==> config.mk <==
export PLATFORM = sky130hd
export DESIGN_NAME = dshot_rx
export DESIGN_NICKNAME = d
export VERILOG_FILES = /design/src/rtl/dshot_pkg.sv /design/src/rtl/dshot_pulse_meter.sv /design/src/rtl/dshot_rx.sv
export SDC_FILE = /design/constraint.sdc
export NUM_CORES = 1
export LEC_CHECK = 0
export ABC_AREA = 1
export BUFFER_PORTS_ARGS = -buffer_cell sky130_fd_sc_hd__buf_2
export CAP_MARGIN = 5
export CORE_MARGIN = 1
export CORE_UTILIZATION = 62
export DETAILED_ROUTE_END_ITERATION = 8
export PLACE_DENSITY = 0.81
export SLEW_MARGIN = 0
export SYNTH_ARGS = -nofsm -noshare
export SYNTH_HDL_FRONTEND = slang
export SYNTH_SLANG_ARGS = --single-unit
==> constraint.sdc <==
create_clock -name clk -period 3.75 [get_ports clk]
set_input_delay 0.375 -clock clk [delete_from_list [all_inputs] [get_ports clk]]
set_output_delay 0.375 -clock clk [all_outputs]
set_load 0.02 [all_outputs]
==> src/rtl/dshot_pkg.sv <==
// dshot_pkg: shared constants, rate table, FSM state type and CRC helper for the DShot receiver.
package dshot_pkg;

    localparam int unsigned FRAME_BITS = 16;
    localparam int unsigned VALUE_W    = 11;
    localparam int unsigned CMD_W      = 6;
    localparam int unsigned CMD_MAX    = 47;
    localparam int unsigned CRC_W      = 4;
    localparam int unsigned CRC_DATA_W = FRAME_BITS - CRC_W;

    localparam logic [1:0] RATE_SEL_150  = 2'b00;
    localparam logic [1:0] RATE_SEL_300  = 2'b01;
    localparam logic [1:0] RATE_SEL_600  = 2'b10;
    localparam logic [1:0] RATE_SEL_1200 = 2'b11;

    localparam int unsigned RATE_HZ_150  = 150000;
    localparam int unsigned RATE_HZ_300  = 300000;
    localparam int unsigned RATE_HZ_600  = 600000;
    localparam int unsigned RATE_HZ_1200 = 1200000;

    typedef enum logic [1:0] {
        S_IDLE  = 2'd0,
        S_HIGH  = 2'd1,
        S_LOW   = 2'd2,
        S_CHECK = 2'd3
    } state_e;

    // Bit period in clk cycles for a given rate selection.
    function automatic int unsigned bit_period(input logic [1:0] sel, input int unsigned clk_hz);
        case (sel)
            RATE_SEL_300:  return clk_hz / RATE_HZ_300;
            RATE_SEL_600:  return clk_hz / RATE_HZ_600;
            RATE_SEL_1200: return clk_hz / RATE_HZ_1200;
            default:       return clk_hz / RATE_HZ_150;
        endcase
    endfunction

    // Nibble-fold checksum over the 12-bit value+telemetry field.
    function automatic logic [CRC_W-1:0] dshot_crc(input logic [CRC_DATA_W-1:0] v);
        logic [CRC_DATA_W-1:0] x;
        x = v ^ (v >> 4) ^ (v >> 8);
        return x[CRC_W-1:0];
    endfunction

endpackage

==> src/rtl/dshot_pulse_meter.sv <==
// dshot_pulse_meter: input synchronizer, edge detect and high/low pulse timers.
// With DSHOT_BIDIR_EN defined the line idles high and is inverted after synchronization.
module dshot_pulse_meter
    import dshot_pkg::*;
#(
    parameter int unsigned SYNC_STAGES = 2,
    parameter int unsigned CNT_W       = 16
) (
    input  logic             clk,
    input  logic             reset,
    input  logic             din_i,
    input  state_e           state_i,
    input  logic [CNT_W-1:0] t_sel_i,
    output logic             rise_c_o,
    output logic             fall_c_o,
    output logic [CNT_W-1:0] hi_cnt_o,
    output logic [CNT_W-1:0] lo_cnt_o,
    output logic             hi_tmo_c_o,
    output logic             lo_tmo_c_o
);

`ifdef DSHOT_BIDIR_EN
    localparam logic SYNC_RST = 1'b1;
`else
    localparam logic SYNC_RST = 1'b0;
`endif

    logic [SYNC_STAGES-1:0] sync_q;
    logic                   line_c;
    logic                   line_prev_q;
    logic [CNT_W-1:0]       hi_cnt_q;
    logic [CNT_W-1:0]       lo_cnt_q;

    // Synchronizer resets to the idle line level so no edge is seen on reset release.
    always_ff @(posedge clk) begin
        if (reset) sync_q <= {SYNC_STAGES{SYNC_RST}};
        else       sync_q <= {sync_q[SYNC_STAGES-2:0], din_i};
    end

`ifdef DSHOT_BIDIR_EN
    assign line_c = ~sync_q[SYNC_STAGES-1];
`else
    assign line_c = sync_q[SYNC_STAGES-1];
`endif

    always_ff @(posedge clk) begin
        if (reset) line_prev_q <= 1'b0;
        else       line_prev_q <= line_c;
    end

    assign rise_c_o = line_c & ~line_prev_q;
    assign fall_c_o = ~line_c & line_prev_q;

    // Counters start at 1 on the edge that opens a phase, so they equal the phase width at its closing edge.
    always_ff @(posedge clk) begin
        if (reset) begin
            hi_cnt_q <= '0;
            lo_cnt_q <= '0;
        end else if (rise_c_o && (state_i == S_IDLE || state_i == S_LOW)) begin
            hi_cnt_q <= CNT_W'(1);
        end else if (fall_c_o && state_i == S_HIGH) begin
            lo_cnt_q <= CNT_W'(1);
        end else if (state_i == S_HIGH) begin
            hi_cnt_q <= hi_cnt_q + CNT_W'(1);
        end else if (state_i == S_LOW) begin
            lo_cnt_q <= lo_cnt_q + CNT_W'(1);
        end
    end

    assign hi_cnt_o   = hi_cnt_q;
    assign lo_cnt_o   = lo_cnt_q;
    assign hi_tmo_c_o = (hi_cnt_q >= t_sel_i);
    assign lo_tmo_c_o = (lo_cnt_q >= t_sel_i);

endmodule

==> src/rtl/dshot_rx.sv <==
// dshot_rx: multi-rate DShot frame receiver; checks timing and CRC, presents decoded fields.
// Define DSHOT_BIDIR_EN for bidirectional DShot (inverted line, inverted CRC).
module dshot_rx
    import dshot_pkg::*;
#(
    parameter int unsigned CLK_HZ      = 16000000,
    parameter int unsigned SYNC_STAGES = 2,
    parameter int unsigned CNT_W       = 16,
    parameter int unsigned ERRCNT_W    = 8
) (
    input  logic                clk,
    input  logic                reset,
    input  logic [1:0]          rate_sel,
    input  logic                din,
    output logic                frame_valid,
    output logic [VALUE_W-1:0]  throttle,
    output logic [CMD_W-1:0]    command,
    output logic                is_command,
    output logic                telemetry_req,
    output logic                crc_error,
    output logic                frame_error,
    output logic [ERRCNT_W-1:0] crc_err_cnt,
    output logic                busy
);

    localparam int unsigned T_150  = bit_period(RATE_SEL_150, CLK_HZ);
    localparam int unsigned T_300  = bit_period(RATE_SEL_300, CLK_HZ);
    localparam int unsigned T_600  = bit_period(RATE_SEL_600, CLK_HZ);
    localparam int unsigned T_1200 = bit_period(RATE_SEL_1200, CLK_HZ);
    localparam int unsigned BITCNT_W = $clog2(FRAME_BITS + 1);
    localparam logic [BITCNT_W-1:0] LAST_BIT = BITCNT_W'(FRAME_BITS - 1);

    state_e                 state_q;
    logic [1:0]             rate_q;
    logic [FRAME_BITS-1:0]  shift_q;
    logic [FRAME_BITS-1:0]  shift_d;
    logic [BITCNT_W-1:0]    bitcnt_q;
    logic                   frame_valid_q;
    logic                   crc_error_q;
    logic                   frame_error_q;
    logic                   busy_q;
    logic                   is_command_q;
    logic                   telemetry_req_q;
    logic [VALUE_W-1:0]     throttle_q;
    logic [CMD_W-1:0]       command_q;
    logic [ERRCNT_W-1:0]    crc_err_cnt_q;

    logic [CNT_W-1:0]       t_sel_c;
    logic [CNT_W-1:0]       th_c;
    logic [CNT_W-1:0]       min_c;
    logic [CNT_W-1:0]       per_min_c;
    logic [CNT_W:0]         period_c;
    logic [CNT_W-1:0]       hi_cnt;
    logic [CNT_W-1:0]       lo_cnt;
    logic                   rise_c;
    logic                   fall_c;
    logic                   hi_tmo_c;
    logic                   lo_tmo_c;
    logic [VALUE_W-1:0]     raw_c;
    logic                   is_cmd_c;
    logic [CRC_W-1:0]       crc_exp_c;
    logic                   crc_ok_c;

    dshot_pulse_meter #(
        .SYNC_STAGES (SYNC_STAGES),
        .CNT_W       (CNT_W)
    ) u_meter (
        .clk        (clk),
        .reset      (reset),
        .din_i      (din),
        .state_i    (state_q),
        .t_sel_i    (t_sel_c),
        .rise_c_o   (rise_c),
        .fall_c_o   (fall_c),
        .hi_cnt_o   (hi_cnt),
        .lo_cnt_o   (lo_cnt),
        .hi_tmo_c_o (hi_tmo_c),
        .lo_tmo_c_o (lo_tmo_c)
    );

    // Bit period for the rate latched at frame start.
    always_comb begin
        case (rate_q)
            RATE_SEL_300:  t_sel_c = CNT_W'(T_300);
            RATE_SEL_600:  t_sel_c = CNT_W'(T_600);
            RATE_SEL_1200: t_sel_c = CNT_W'(T_1200);
            default:       t_sel_c = CNT_W'(T_150);
        endcase
    end

    assign th_c      = t_sel_c >> 1;
    assign min_c     = t_sel_c >> 3;
    assign per_min_c = t_sel_c - (t_sel_c >> 2);
    assign period_c  = {1'b0, hi_cnt} + {1'b0, lo_cnt};
    assign shift_d   = {shift_q[FRAME_BITS-2:0], (hi_cnt >= th_c)};

    assign raw_c    = shift_q[FRAME_BITS-1 -: VALUE_W];
    assign is_cmd_c = (raw_c <= VALUE_W'(CMD_MAX));
`ifdef DSHOT_BIDIR_EN
    assign crc_exp_c = ~dshot_crc(shift_q[FRAME_BITS-1:CRC_W]);
`else
    assign crc_exp_c = dshot_crc(shift_q[FRAME_BITS-1:CRC_W]);
`endif
    assign crc_ok_c = (shift_q[CRC_W-1:0] == crc_exp_c);

    // Frame FSM; an edge always takes priority over a timer expiry in the same cycle.
    always_ff @(posedge clk) begin
        if (reset) begin
            state_q         <= S_IDLE;
            rate_q          <= '0;
            shift_q         <= '0;
            bitcnt_q        <= '0;
            frame_valid_q   <= 1'b0;
            crc_error_q     <= 1'b0;
            frame_error_q   <= 1'b0;
            busy_q          <= 1'b0;
            is_command_q    <= 1'b0;
            telemetry_req_q <= 1'b0;
            throttle_q      <= '0;
            command_q       <= '0;
            crc_err_cnt_q   <= '0;
        end else begin
            frame_valid_q <= 1'b0;
            crc_error_q   <= 1'b0;
            frame_error_q <= 1'b0;
            case (state_q)
                S_IDLE: begin
                    if (rise_c) begin
                        state_q  <= S_HIGH;
                        rate_q   <= rate_sel;
                        shift_q  <= '0;
                        bitcnt_q <= '0;
                        busy_q   <= 1'b1;
                    end
                end
                S_HIGH: begin
                    if (fall_c) begin
                        if (hi_cnt < min_c) begin
                            frame_error_q <= 1'b1;
                            state_q       <= S_IDLE;
                            busy_q        <= 1'b0;
                        end else begin
                            shift_q  <= shift_d;
                            bitcnt_q <= bitcnt_q + BITCNT_W'(1);
                            state_q  <= (bitcnt_q == LAST_BIT) ? S_CHECK : S_LOW;
                        end
                    end else if (hi_tmo_c) begin
                        frame_error_q <= 1'b1;
                        state_q       <= S_IDLE;
                        busy_q        <= 1'b0;
                    end
                end
                S_LOW: begin
                    if (rise_c) begin
                        if (period_c < {1'b0, per_min_c}) begin
                            frame_error_q <= 1'b1;
                            state_q       <= S_IDLE;
                            busy_q        <= 1'b0;
                        end else begin
                            state_q <= S_HIGH;
                        end
                    end else if (lo_tmo_c) begin
                        frame_error_q <= 1'b1;
                        state_q       <= S_IDLE;
                        busy_q        <= 1'b0;
                    end
                end
                S_CHECK: begin
                    state_q <= S_IDLE;
                    busy_q  <= 1'b0;
                    if (crc_ok_c) begin
                        frame_valid_q   <= 1'b1;
                        is_command_q    <= is_cmd_c;
                        telemetry_req_q <= shift_q[CRC_W];
                        throttle_q      <= is_cmd_c ? '0 : raw_c - VALUE_W'(CMD_MAX + 1);
                        command_q       <= is_cmd_c ? raw_c[CMD_W-1:0] : '0;
                    end else begin
                        crc_error_q <= 1'b1;
                        if (crc_err_cnt_q != {ERRCNT_W{1'b1}}) crc_err_cnt_q <= crc_err_cnt_q + ERRCNT_W'(1);
                    end
                end
                default: begin
                    state_q <= S_IDLE;
                    busy_q  <= 1'b0;
                end
            endcase
        end
    end

    assign frame_valid   = frame_valid_q;
    assign throttle      = throttle_q;
    assign command       = command_q;
    assign is_command    = is_command_q;
    assign telemetry_req = telemetry_req_q;
    assign crc_error     = crc_error_q;
    assign frame_error   = frame_error_q;
    assign crc_err_cnt   = crc_err_cnt_q;
    assign busy          = busy_q;

endmodule

==> metrics.cfg <==
[finish]
finalNetCount=918
multi_input_area_mm2=0.00364
area_delta_synth_final_pct=7.71
seq_area_mm2=0.00182
n_fill_cell=775
drive_gt1_frac=0.0955
antenna_cells=0
final_area_mm2=0.00638
fin_util=0.691

[floorplan]
core_mm2=0.00924
dieHeight_um=99.8
start_util=0.641
dieWidth_um=99.8
io_pins=36
die_area_mm2=0.00995
rows=35

[clock_tree]
clock-sinks=91
cts_setup_buffers=0
cts_resized=0
cts_buffers=9
cts_hold_buf=0
cts_tree=built
clk_pin_slew_ps=90
clk_path_buf_depth=2
cts_htree_levels=3
clock_latency_ps=360
cts_root_buf=clkbuf_8

[power_and_ir_drop]
intPower_w=0.00150
pwr-share-comb=0.241
p_leak_nw=2.93
swShare=0.348
clock_power_share=0.294
p_seq_frac=0.464
vdd_drop_max_uv=260
p_per_area_mw_per_mm2=361
net-switching-power_w=0.000801

[route]
ant_nets=0
routed_wl_mm=13.0
wire_per_inst_um=13.3
viasPerCell=5.42
vias=5293
drc=0
drtPass1Iterations=5
dr.first_iter.drc_count=248

[outcome]
status=finished, final reports clean

[logic_synthesis]
synth_most_common_cell=nand2_1
syn_avg_cell_area_um2=7.32
syn_area_mm2=0.00593
synthArstFlopShare=0
seq_area_frac_synth=0.307
synth_top_area_share=0.307
synth_seq_cells=91
ys_warn_count=0
synth_cells=809
synth_enable_flop_cells=0
synth_commonest_cells=nand2_1 (147), inv_1 (92), dfxtp_1 (91), a21oi_1 (79), nor2_1 (78)
ys_top_cells_by_area=dfxtp_1 (31%), ha_1 (15%), nand2_1 (9.3%)
synthFlopType=dfxtp_1
ys_types=46
yosys.area.top_type=dfxtp_1

[place]
dpl-instance-area_mm2=0.00618
place_congestion=0.900
pre_cts_ws_ps=679
port_buffers=35
hpwl_mm=10.1

[sta]
whs_ps=212
maxSlewViolCount=0
setup_ws_ps=686
clock.fmax_ghz=0.326
final.period_utilization=0.817
setup_violations=0
setup_tns_ps=0
slew_headroom=0.446
rsz0062_at_grt=false
hold_violations=0
clock_skew_ps=12.8
tightest_slew_ps=831
period_minus_slack_ps=3060

[global_routing]
grt_max_degree=43
grt_pass1_wl_mm=21.5
grt_use_total=0.268
gr-total-overflow=0
antenna_found_initial=0
grt_pass1_vias=4853

[min_path]
hold_class=input port to flip-flop

[worst_setup_path]
crit_path_end_kind=flip-flop
cpMostUsedCell=nand2_1
slowest_delay_ps=410
crit_arrival_ps=3330
worst-path-max-fanout=7
crit_chain=nand2_1, inv_1, fa_1, nand3_1, nand3_1, nand3b_1, o211ai_1, a31oi_1, xor2_1, ha_1, a211oi_1, nand2_1, nor2_1, nand2_1, nand2_1, nand3_1, nand2_1, nor2_1
slowest_stage=fa_1
start_kind=flip-flop
critPathRequiredTime_ps=4010
crit_type=flip-flop to flip-flop

[run]
cap_violations=0

## cell usage in the layout (no fill, tap or decap), drive strengths merged, types with 16 or more instances in the layout
cell type and count:
a21oi 79, buf 37, dfxtp 91, ha 69, inv 101, nand2 152
nand3 61, nor2 88, nor3 24, o21ai 32, xnor2 16, xor2 23
## cell type report
class,instances,share of cell area
Clock buffer,10,0.0200
Clock inverter,6,0.0112
Inverter,99,0.0582
Multi-Input combinational cell,605,0.570
Sequential cell,91,0.285
Tap cell,129,0.0253
Timing Repair Buffer,37,0.0298
## cell families after synthesis
logic type	share of synthesized area
multiplexers	0.00845
AND/OR/NAND/NOR	0.263
buffers and inverters	0.0817
other	0.000633
flip-flops	0.307
adder cells (fa/ha/maj)	0.149
AO/OA/AOI/OAI	0.132
XOR/XNOR	0.0576
## flip-flops by register name (all words and copies together), names as in the netlist
signal,count
rate_q,2
busy,1
crc_error,1
u_meter.line_prev_q,1
u_meter.lo_cnt_o,16
telemetry_req,1
u_meter.sync_q,2
frame_valid,1
crc_err_cnt,8
u_meter.hi_cnt_o,16
state_q,2
is_command,1
command,6
throttle,11
shift_q,16
bitcnt_q,5
frame_error,1
## critical path: cells and delay by family, from the launching register on
family,cells,cell delay [ps]
adders and majority gates,2,670
buffers and inverters,1,60
xor gates and xnor gates,1,170
and+or+nand+nor,11,1080
DFF,1,380
AOI/OAI and AO/OA,3,600
## metrics by stage
stage | power (W) | instances
detailed placement | 0.00164 | 961
finish | 0.00230 | 977
global route | 0.00243 | 977
global placement | 0.00162 | 961
floorplan | 0.00151 | 814
CTS | 0.00230 | 977
## final timing paths
check	startpoint	to	slack, ps	cells after the start
min	din	u_meter.sync_q[0]$_SDFF_PP0_	210	3
min reg2reg	u_meter.sync_q[0]$_SDFF_PP0_	u_meter.sync_q[1]$_SDFF_PP0_	410	2
max	u_meter.hi_cnt_o[0]$_SDFFE_PP0P_	busy$_SDFFE_PP0P_	690	18
max reg2reg	u_meter.hi_cnt_o[0]$_SDFFE_PP0P_	busy$_SDFFE_PP0P_	690	18
## layer usage
metal,share of wire,global-route usage
met1,0.45,0.339
met3,0.040,0.0316
met2,0.49,0.461
met5,0,0
met4,0.019,0.112
## power by group through the flow
stage | registers, W | clock network (W) | logic (W)
final | 0.00107 | 0.000679 | 0.000556
after detailed placement | 0.00109 | 0 | 0.000549
after global placement | 0.00109 | 0 | 0.000530
after global routing | 0.00108 | 0.000722 | 0.000628
after floorplan | 0.00110 | 0 | 0.000408
after CTS | 0.00107 | 0.000684 | 0.000551
(Power assumes the default switching activity.)
